File: config.mk
export PLATFORM = sky130hd
export DESIGN_NAME = hazard_forward_ctrl
export DESIGN_NICKNAME = d
export VERILOG_FILES = /design/src/rtl/hazard_forward_ctrl.sv
export SDC_FILE = /design/constraint.sdc
export NUM_CORES = 1
export LEC_CHECK = 0
export CAP_MARGIN = 20
export CELL_PAD_IN_SITES_DETAIL_PLACEMENT = 0
export CELL_PAD_IN_SITES_GLOBAL_PLACEMENT = 2
export CORE_ASPECT_RATIO = 0.8
export CORE_MARGIN = 5
export CORE_UTILIZATION = 30
export DETAILED_ROUTE_END_ITERATION = 7
export GPL_TIMING_DRIVEN = 0
export PLACE_DENSITY = 0.71
export SYNTH_ARGS = -nofsm -noshare
export SYNTH_HDL_FRONTEND = slang
export SYNTH_SLANG_ARGS = --single-unit
File: constraint.sdc
create_clock -name clk -period 2.3 [get_ports clk]
set_clock_uncertainty 0.2 [all_clocks]
set_input_delay 0.46 -clock clk [delete_from_list [all_inputs] [get_ports clk]]
set_output_delay 0.46 -clock clk [all_outputs]
set_load 0.02 [all_outputs]
File: src/rtl/hazard_forward_ctrl.sv
// rtl/hazard_forward_ctrl.sv - load-use hazard detection and EX operand forwarding control
// Tracks destination tags through ID/EX, EX/MEM, MEM/WB and derives mux selects and stall/flush controls.
module hazard_forward_ctrl #(
  parameter int CNT_W = 16
) (
  input  logic             clk,
  input  logic             rst_n,
  input  logic             id_valid,
  input  logic [4:0]       id_rs,
  input  logic [4:0]       id_rt,
  input  logic [4:0]       id_dest,
  input  logic             id_regwrite,
  input  logic             id_memread,
  input  logic             ex_branch_taken,
  output logic [1:0]       fwd_a,
  output logic [1:0]       fwd_b,
  output logic             pc_write,
  output logic             ifid_write,
  output logic             idex_bubble,
  output logic             ifid_flush,
  output logic [CNT_W-1:0] stall_count
);

  logic       ex_valid, ex_regwrite, ex_memread;
  logic [4:0] ex_dest, ex_rs, ex_rt;
  logic       mem_valid, mem_regwrite;
  logic [4:0] mem_dest;
  logic       wb_valid, wb_regwrite;
  logic [4:0] wb_dest;

  logic mem_hit, wb_hit, load_use;

  // A stage can only forward when it really writes a nonzero register.
  assign mem_hit = mem_valid & mem_regwrite & (mem_dest != 5'd0);
  assign wb_hit  = wb_valid  & wb_regwrite  & (wb_dest  != 5'd0);

  assign fwd_a = !ex_valid                      ? 2'b00 :
                 (mem_hit && mem_dest == ex_rs) ? 2'b10 :
                 (wb_hit  && wb_dest  == ex_rs) ? 2'b01 : 2'b00;

  assign fwd_b = !ex_valid                      ? 2'b00 :
                 (mem_hit && mem_dest == ex_rt) ? 2'b10 :
                 (wb_hit  && wb_dest  == ex_rt) ? 2'b01 : 2'b00;

  assign load_use = id_valid & ex_valid & ex_memread & (ex_dest != 5'd0) &
                    ((ex_dest == id_rs) | (ex_dest == id_rt));

  always_comb begin
    pc_write    = 1'b1;
    ifid_write  = 1'b1;
    idex_bubble = 1'b0;
    ifid_flush  = 1'b0;
    if (ex_branch_taken) begin
      idex_bubble = 1'b1;
      ifid_flush  = 1'b1;
    end else if (load_use) begin
      pc_write    = 1'b0;
      ifid_write  = 1'b0;
      idex_bubble = 1'b1;
    end
  end

  always_ff @(posedge clk or negedge rst_n) begin
    if (!rst_n) begin
      ex_valid     <= 1'b0;
      ex_regwrite  <= 1'b0;
      ex_memread   <= 1'b0;
      ex_dest      <= 5'd0;
      ex_rs        <= 5'd0;
      ex_rt        <= 5'd0;
      mem_valid    <= 1'b0;
      mem_regwrite <= 1'b0;
      mem_dest     <= 5'd0;
      wb_valid     <= 1'b0;
      wb_regwrite  <= 1'b0;
      wb_dest      <= 5'd0;
      stall_count  <= '0;
    end else begin
      wb_valid     <= mem_valid;
      wb_regwrite  <= mem_regwrite;
      wb_dest      <= mem_dest;
      mem_valid    <= ex_valid;
      mem_regwrite <= ex_regwrite;
      mem_dest     <= ex_dest;
      if (idex_bubble) begin
        ex_valid    <= 1'b0;
        ex_regwrite <= 1'b0;
        ex_memread  <= 1'b0;
        ex_dest     <= 5'd0;
        ex_rs       <= 5'd0;
        ex_rt       <= 5'd0;
      end else begin
        ex_valid    <= id_valid;
        ex_regwrite <= id_regwrite;
        ex_memread  <= id_memread;
        ex_dest     <= id_dest;
        ex_rs       <= id_rs;
        ex_rt       <= id_rt;
      end
      if (load_use && !ex_branch_taken && stall_count != {CNT_W{1'b1}})
        stall_count <= stall_count + 1'b1;
    end
  end

endmodule

=== After elaboration in Yosys (flattened, before gate mapping) ===
Cells that the tools add are included.

* Output and inout bits: 24
* Logic and storage cells: 57
* Bits of input ports: 21
* Bits in registers: 48

* Equal/unequal tests: 7
* Add/subtract/negate cells: 1
* Mux-type cells: 17
* Reduce and logical (&&, ||, !) cells: 10
* Bitwise operators: 9

{| class="wikitable"
|+ Operators by type and width
! kind !! number
|-
| $eq A5 B5 Y1 || 6
|-
| $add A16 B1 Y16 const B || 1
|-
| $ne A16 B16 Y1 const B || 1
|-
| $mux W5 || 3
|-
| $reduce_bool A5 Y1 || 3
|-
| $mux W1 || 10
|-
| $and A1 B1 Y1 || 8
|-
| $mux W2 || 4
|-
| $logic_and A1 B1 Y1 || 6
|-
| $logic_not A1 Y1 || 1
|-
| $or A1 B1 Y1 || 1
|}

=== Depth between registers and ports, before layout ===
Gate-level depths: netlist (run 1).

* Depth in word-level cells: 7
* Gate-level depth with buffers: 6
* Mapped depth without buffers: 6

=== Worst setup path before layout (run 1) ===
OpenSTA, ideal clock, no wires.

* Path type: register -> output
* Start point: register mem_dest[1]
* End point: output port fwd_b[0]
* Path slack: -0.183 ns
* Arrival: 1.823 ns
* Stages on the path, launching flop included: 5
* Data required time: 1.640 ns
* Path buffers: 0
* Cell sequence: dfrtp_1 or4_1 o211ai_1 nor4_1 nor4_1

* Cells in the longest elaborated chain, start to end: 5
* Elaborated cells between the ends (all ways): 6
* Those cells by class: eq/ne (1); mux (2); bitwise (1); reduce/logical (2)

{| class="wikitable"
|+ Ends and longest elaborated chain
! element !! RTL line !! text
|-
| start, declared || 27 || <nowiki>logic [4:0] mem_dest;</nowiki>
|-
| start signal, assigned || 84 || <nowiki>mem_dest <= ex_dest;</nowiki>
|-
| $reduce_bool A5 Y1 || 34 || <nowiki>assign mem_hit = mem_valid & mem_regwrite & (mem_dest != 5'd0);</nowiki>
|-
| $and A1 B1 Y1 || 34 ||
|-
| $logic_and A1 B1 Y1 (*) || 42 || <nowiki>(mem_hit && mem_dest == ex_rt) ? 2'b10 :</nowiki>
|-
| $mux W2 (*) || 42 ||
|-
| $mux W2 (*) || 41 || <nowiki>assign fwd_b = !ex_valid ? 2'b00 :</nowiki>
|-
| end, declared || 16 || <nowiki>output logic [1:0] fwd_b,</nowiki>
|}

Every way passes the cells marked *; elsewhere a longest branch is shown, timed or not.

=== Worst setup path after layout (run 1) ===
Same ends and word-level chain as after synthesis.

==> run_results.csv, run 1 <==
group,metric,value,unit
run_status,outcome,"finished with violations",
run_status,violations,"setup timing",
drt,first_pass_iters,2,
clock_tree,cts.sinks,48,
global_routing,overflow,0,
placement,globalplace.congestion,0.7991,
timing,relSlewSlack,0.7174,
finish,fillCellCount,740,
timing,worst_pin_slew,0.4214,ns
setup_path,path_class,"flip-flop to primary output",
timing,hold_violations,0,
logic_synthesis,synth_edf_count,0,
clock_tree,cts_tree,"yes",
logic_synthesis,syn_area,2227,um^2
placement,dpl_worst_slack,-1.035,ns
logic_synthesis,yosys_most_used_dff,"dfrtp_1",
logic_synthesis,async_flop_share,1.000,
finish,area_growth,39.66,%
worst_hold_path,hp-class,"flip-flop to flip-flop",
logic_synthesis,synth_warnings,0,
timing,setup_viol,6,
timing,rsz0062_at_grt,"yes",
clock_tree,cts_buffers,5,
power,p_leak,1.357,nW
timing,worst_slack,-0.3067,ns
logic_synthesis,ys_types,33,
drt,vias,1582,
floorplanning,die_w,106.3,um
timing,max_freq,383.6,MHz
finish,fin_nets,279,
floorplanning,core_area,7322,um^2
floorplanning,start_util,0.3042,
clock_tree,cts.path.max_buffers,2,
placement,port-buffer-count,44,
global_routing,grt_pass1_wl,8107,um
power,irDropWorstVdd,0.2142,mV
logic_synthesis,ys_ff_latch,48,
global_routing,grt_pass1_vias,1574,
finish,n_antenna_cell,0,
power,total_power,1.594,mW
clock_tree,clk_latency,0.30,ns
worst_hold_path,hold_path_depth,0,
drt,wl_per_cell,14.17,um
placement,detailed_place.area,2806,um^2
drt,drc,0,
global_routing,grt_usage,0.1119,
global_routing,grt_max_degree,40,
drt,detail_route.vias_per_cell,4.546,
timing,slew_viol_final,0,
power,power_density,512.4,nW/um^2
logic_synthesis,synthesis.nets,210,
placement,dpl.hpwl,3745,um
clock_tree,clkTransAtPathRegs,0.09,ns
finish,design_area,3110,um^2
finish,utilization,0.4248,
floorplanning,die_y,87.07,um
timing,min_period,2.607,ns
drt,drtIter0Drc,23,
finish,drive_gt1_frac,0.2442,
finish,layout.cells.non_filler,348,
floorplanning,die_area,9258,um^2
logic_synthesis,synthCells,188,
run,cap_violations,0,
timing,post-route-period-util,1.133,
finish,regArea,1206,um^2
setup_path,worst-r2r-cell-count,7,
setup_path,endpoint_kind,"primary output",
global_routing,antenna_found_initial,0,
clock_tree,htreeDepth,2,
setup_path,start_kind,"flip-flop",
setup_path,critical_path_arrival,1.95,ns
drt,wl,4930,um
setup_path,crit_required,1.64,ns
setup_path,crit_fanout,2,
clock_tree,root_buffer,"clkbuf_8",
finish,multi_input_area,1071,um^2
logic_synthesis,avgSynthCellArea,11.85,um^2
floorplanning,num_io_pins,45,
logic_synthesis,synth.yosys.seq_area_share,0.5393,
floorplanning,std_cell_rows,28,
placement,dp_cells,323,
drt,ant_nets,0,
-- power by group --
part | switching (mW) | leakage, nW | total, mW | internal (mW)
clock network | 0.282 | 0.0479 | 0.495 | 0.212
logic | 0.0871 | 0.678 | 0.192 | 0.105
registers | 0.0330 | 0.631 | 0.907 | 0.874
-- path summary, 6_finish.rpt --
check	endpoint	slack [ns]	from
setup / recovery	fwd_b[0]	-0.31	mem_dest[1]$_DFF_PN0_
hold / removal	mem_regwrite$_DFF_PN0_	0.15	ex_regwrite$_DFF_PN0_
setup reg to reg	stall_count[1]$_DFFE_PN0P_	0.19	stall_count[0]$_DFFE_PN0P_
hold reg to reg	mem_regwrite$_DFF_PN0_	0.15	ex_regwrite$_DFF_PN0_
max in group asynchronous	wb_dest[4]$_DFF_PN0_	1.06	rst_n
min in group asynchronous	ex_dest[1]$_DFF_PN0_	0.36	rst_n
-- synthesized netlist by cell type, types with 3 or more instances --
cell type,instances,share of area
nor3_1,5,0.011
nand3_1,19,0.043
and2_1,20,0.056
buf_4,3,0.010
xor2_1,12,0.047
nor2_1,3,0.0051
and3_1,6,0.017
nand4_1,5,0.014
nor4_1,3,0.0084
dfrtp_1,48,0.54
nand2_1,6,0.010
or4_1,3,0.010
xnor2_1,31,0.12
-- registers in the layout, summed over array words and instances, names as in the netlist, 5 cells and up --
name,flops
wb_dest,5
ex_rt,5
mem_dest,5
stall_count,16
ex_dest,5
ex_rs,5
-- metal layers --
metal,up-vias,wire (um),global-route usage
met1,766,2392,0.1604
li1,787,-,-
met2,23,2336,0.1696
met5,-,0,0
met4,0,65,0.03529
met3,6,135,0.02372
-- through the flow --
step                hold slack (ns)  TNS [ns]
floorplan                  -0.03559         0
global placement             0.1347    -46.81
detailed placement           0.1347    -8.158
CTS                          0.1573    -1.400
global route                 0.1598    -1.806
finish                       0.1548    -1.157
-- cells by family after synthesis --
| group | Yosys count | synth area share |
|---|---|---|
| AO/OA/AOI/OAI | 9 | 0.04213 |
| XOR/XNOR | 43 | 0.1691 |
| adder cells (fa/ha/maj) | 1 | 0.005617 |
| buffers and inverters | 6 | 0.01629 |
| flip-flops | 48 | 0.5393 |
| multiplexers | 2 | 0.01180 |
| AND/OR/NAND/NOR | 79 | 0.2157 |
-- layout make-up --
type / count / share of cell area
Timing Repair Buffer: 64 / 0.1927
Multi-Input combinational cell: 134 / 0.3443
Sequential cell: 48 / 0.3878
Tap cell: 90 / 0.03620
Inverter: 1 / 0.001207
Clock buffer: 5 / 0.02212
Clock inverter: 3 / 0.006034
Buffer: 3 / 0.009654
-- timing repair --
action | CTS | global route
endpoints found under the hold margin | 9 | 0
pin swaps | 16 | 11
hold buffers | 1 | 0
gates resized for setup | 64 | 13
endpoints found under the setup margin | 8 | 10
cloned | 0 | 0
setup buffers | 10 | 8
-- critical path: stages (launching register included) --
cell      delay [ns]
dfrtp_1         0.41
or4_1           0.53
o211ai_1        0.28
nor4_2          0.11
nor4_2          0.14
buf_4           0.18
-- cell usage in the layout (no fill, tap or decap), types with 2 or more instances in the layout --
cell type,n
nand2_1,5
and3_1,6
a31oi_1,2
dfrtp_1,44
or4_1,3
dfrtp_2,4
xor2_1,12
buf_6,10
nor3_1,4
buf_4,18
clkdlybuf4s50_1,24
and2_1,20
nand3_1,17
clkinv_2,2
nor2_1,3
nand4_1,5
nand3_2,2
dlygate4sd2_1,11
xnor2_2,3
xnor2_1,28
nor4_2,4
clkbuf_8,5
a21oi_4,2
(Power assumes the default switching activity.)
==> run 2, diff against run 1 <==
--- a/config.mk
+++ b/config.mk
@@ -5,6 +5,7 @@
 export SDC_FILE = /design/constraint.sdc
 export NUM_CORES = 1
 export LEC_CHECK = 0
+export ABC_AREA = 1
 export CAP_MARGIN = 20
 export CELL_PAD_IN_SITES_DETAIL_PLACEMENT = 0
 export CELL_PAD_IN_SITES_GLOBAL_PLACEMENT = 2
@@ -13,7 +14,7 @@
 export CORE_UTILIZATION = 30
 export DETAILED_ROUTE_END_ITERATION = 7
 export GPL_TIMING_DRIVEN = 0
-export PLACE_DENSITY = 0.71
+export PLACE_DENSITY = 0.77
 export SYNTH_ARGS = -nofsm -noshare
 export SYNTH_HDL_FRONTEND = slang
 export SYNTH_SLANG_ARGS = --single-unit
==> run 2 against run 1 <==
The flow now finishes without violations. Via count is 25% higher. Setup slack better by 0.34 ns. Flip-flop and latch count unchanged. Routed wire length up 19%. First-iteration DRC count rose to 4.3 times the previous value. Global-route usage is 1.1 points higher. Final cell count grew 36%. Maximum frequency rose by 15%. Critical path depth grew 2. Synthesized cell count up 59%. Hold slack gained 0.022 ns. Final area rose by 5.5%. Largest cell class unchanged. Largest power group unchanged.
==> run_results.csv, run 2 <==
group,metric,value,unit
finish,drive_gt1_frac,0.1648,
setup_path,crit_required,1.64,ns
power,irDropWorstVdd,0.2558,mV
logic_synthesis,syn_area,2435,um^2
logic_synthesis,synth_warnings,0,
setup_path,crit_fanout,11,
logic_synthesis,synth.largest_area_cell,"dfrtp_1",
drt,wl_per_cell,12.46,um
worst_hold_path,hp-class,"flip-flop to flip-flop",
run_status,outcome,"finished, final reports clean",
logic_synthesis,synth_edf_count,0,
timing,setup_viol,0,
clock_tree,htreeDepth,2,
clock_tree,clkTransAtPathRegs,0.09,ns
placement,dpl.hpwl,4588,um
logic_synthesis,synthCells,298,
drt,drtIter0Drc,98,
logic_synthesis,synth.yosys.seq_area_share,0.4933,
setup_path,cpPeakStageDelay,0.48,ns
global_routing,grt_usage,0.1225,
floorplanning,core_area,7910,um^2
floorplanning,die_w,110.7,um
timing,slew_viol_final,0,
timing,relSlewSlack,0.6940,
clock_tree,cts.sinks,48,
logic_synthesis,yosys_most_used_dff,"dfrtp_1",
finish,mostFrequentLayoutCells,"nand2_1, dfrtp_1, nor2_1",
global_routing,grt_max_degree,32,
power,power_density,529.3,nW/um^2
floorplanning,start_util,0.3078,
setup_path,path_class,"input port to primary output",
floorplanning,std_cell_rows,29,
floorplanning,die_y,90.58,um
setup_path,path_cells,"clkdlybuf4s50_1, nand3_1, o21bai_1, inv_2, nand2_2, nand2_4, buf_6",
logic_synthesis,avgSynthCellArea,8.171,um^2
drt,vias,1971,
setup_path,start_kind,"input port",
finish,utilization,0.4149,
logic_synthesis,synthTopCellsByCount,"nand2_1, dfrtp_1, inv_1",
logic_synthesis,synth.most_common_cell,"nand2_1",
finish,area_growth,34.79,%
placement,globalplace.congestion,0.8114,
timing,worst_pin_slew,0.4590,ns
clock_tree,cts_buffers,5,
placement,detailed_place.area,3025,um^2
global_routing,antenna_found_initial,0,
drt,wl,5882,um
setup_path,critical_path_arrival,1.61,ns
drt,detailroute.wirelength.met2,2424,um
drt,wl_met1,3186,um
floorplanning,num_io_pins,45,
finish,regMostFlops,"stall_count",
drt,drc,0,
clock_tree,clk_latency,0.29,ns
logic_synthesis,ys_ff_latch,48,
timing,rsz0062_at_grt,"yes",
finish,design_area,3282,um^2
logic_synthesis,synth_top_area_frac,0.4933,
floorplanning,die_area,10030,um^2
timing,max_freq,441.2,MHz
global_routing,overflow,0,
drt,met3_length,231,um
run,cap_violations,0,
drt,detail_route.vias_per_cell,4.176,
logic_synthesis,ys_types,26,
logic_synthesis,async_flop_share,1.000,
finish,layout_commonest_cell,"nand2_1",
drt,top_layer_used,"met4",
finish,n_antenna_cell,0,
timing,hold_violations,0,
finish,largest_register_ffs,16,
placement,port-buffer-count,44,
drt,ant_nets,0,
setup_path,endpoint_kind,"primary output",
drt,first_pass_iters,4,
logic_synthesis,synthesis.nets,320,
setup_path,crit_family,"buffers and inverters",
setup_path,cpMaxStageDelayCell,"clkdlybuf4s50_1",
timing,min_period,2.266,ns
clock_tree,cts.path.max_buffers,2,
global_routing,grt_pass1_vias,1942,
clock_tree,root_buffer,"clkbuf_8",
clock_tree,cts_tree,"yes",
finish,fin_nets,385,
timing,post-route-period-util,0.9854,
logic_synthesis,synth_area_leaders,"dfrtp_1, nand2_1, xnor2_1",
setup_path,crit_buf_inv,3,
global_routing,grt_pass1_wl,10010,um
power,p_leak,1.655,nW
[run 2: final timing paths]
path | start | end | cells after the start | slack [ns]
max in group asynchronous | rst_n | mem_dest[2]$_DFF_PN0_ | 3 | 0.94
min in group asynchronous | rst_n | ex_dest[1]$_DFF_PN0_ | 2 | 0.44
setup / recovery | id_valid | idex_bubble | 7 | 0.03
setup reg to reg | stall_count[0]$_DFFE_PN0P_ | stall_count[14]$_DFFE_PN0P_ | 8 | 0.18
hold / removal | ex_regwrite$_DFF_PN0_ | mem_regwrite$_DFF_PN0_ | 0 | 0.18
hold reg to reg | ex_regwrite$_DFF_PN0_ | mem_regwrite$_DFF_PN0_ | 0 | 0.18
[run 2: cells by family (layout without fill, tap and decap cells)]
kind of cell | count (synthesis) | count (layout) | synth area share
XOR/XNOR | 29 | 29 | 0.1043
buffers and inverters | 45 | 111 | 0.07759
AO/OA/AOI/OAI | 10 | 10 | 0.02415
flip-flops | 48 | 48 | 0.4933
adder cells (fa/ha/maj) | 1 | 1 | 0.005138
AND/OR/NAND/NOR | 165 | 165 | 0.2955
[run 2: final cells by class]
| type | count | area (um^2) |
|---|---|---|
| Buffer | 4 | 37.54 |
| Sequential cell | 48 | 1205 |
| Clock buffer | 6 | 82.58 |
| Tap cell | 108 | 135.1 |
| Inverter | 40 | 150.1 |
| Multi-Input combinational cell | 205 | 1095 |
| Clock inverter | 2 | 38.79 |
| Timing Repair Buffer | 59 | 538.0 |
| Fill cell | 835 | 4628 |
[run 2: routing by layer]
layer,track usage,vias to the layer above
met5,0,-
met4,0.03077,0
met3,0.03014,2
met2,0.1722,31
met1,0.1860,897
li1,-,1041
[run 2: power by group]
group	switching (mW)	internal, mW
logic	0.0938	0.0911
registers	0.0329	0.874
clock network	0.290	0.356
[run 2: what timing repair did]
item | CTS | global route
resized for setup | 43 | 26
setup buffers | 6 | 7
setup endpoints to repair | 7 | 10
hold endpoints to repair | 17 | 0
hold buffers | 1 | 0
pin swaps | 7 | 11
[run 2: worst reg2reg max path: cells and delay by family, from the launching register on]
family | cells | cell delay [ns]
buf+inv | 1 | 0.22
flops | 1 | 0.47
simple gates | 6 | 0.87
fa+ha+maj | 1 | 0.29
[run 2: metrics by stage]
stage / instances / worst slack [ns] / setup TNS [ns] / hold WS (ns) / power [mW]
finish: 472 / 0.03369 / 0 / 0.1764 / 1.737
global route: 472 / -0.08007 / -0.1414 / 0.1911 / 1.820
CTS: 466 / -0.04448 / -0.06183 / 0.1815 / 1.753
detailed placement: 451 / -1.003 / -3.563 / 0.1582 / 1.092
global placement: 450 / -1.011 / -44.21 / 0.1351 / 1.088
floorplan: 298 / 0.3317 / 0 / -0.03559 / 0.9988
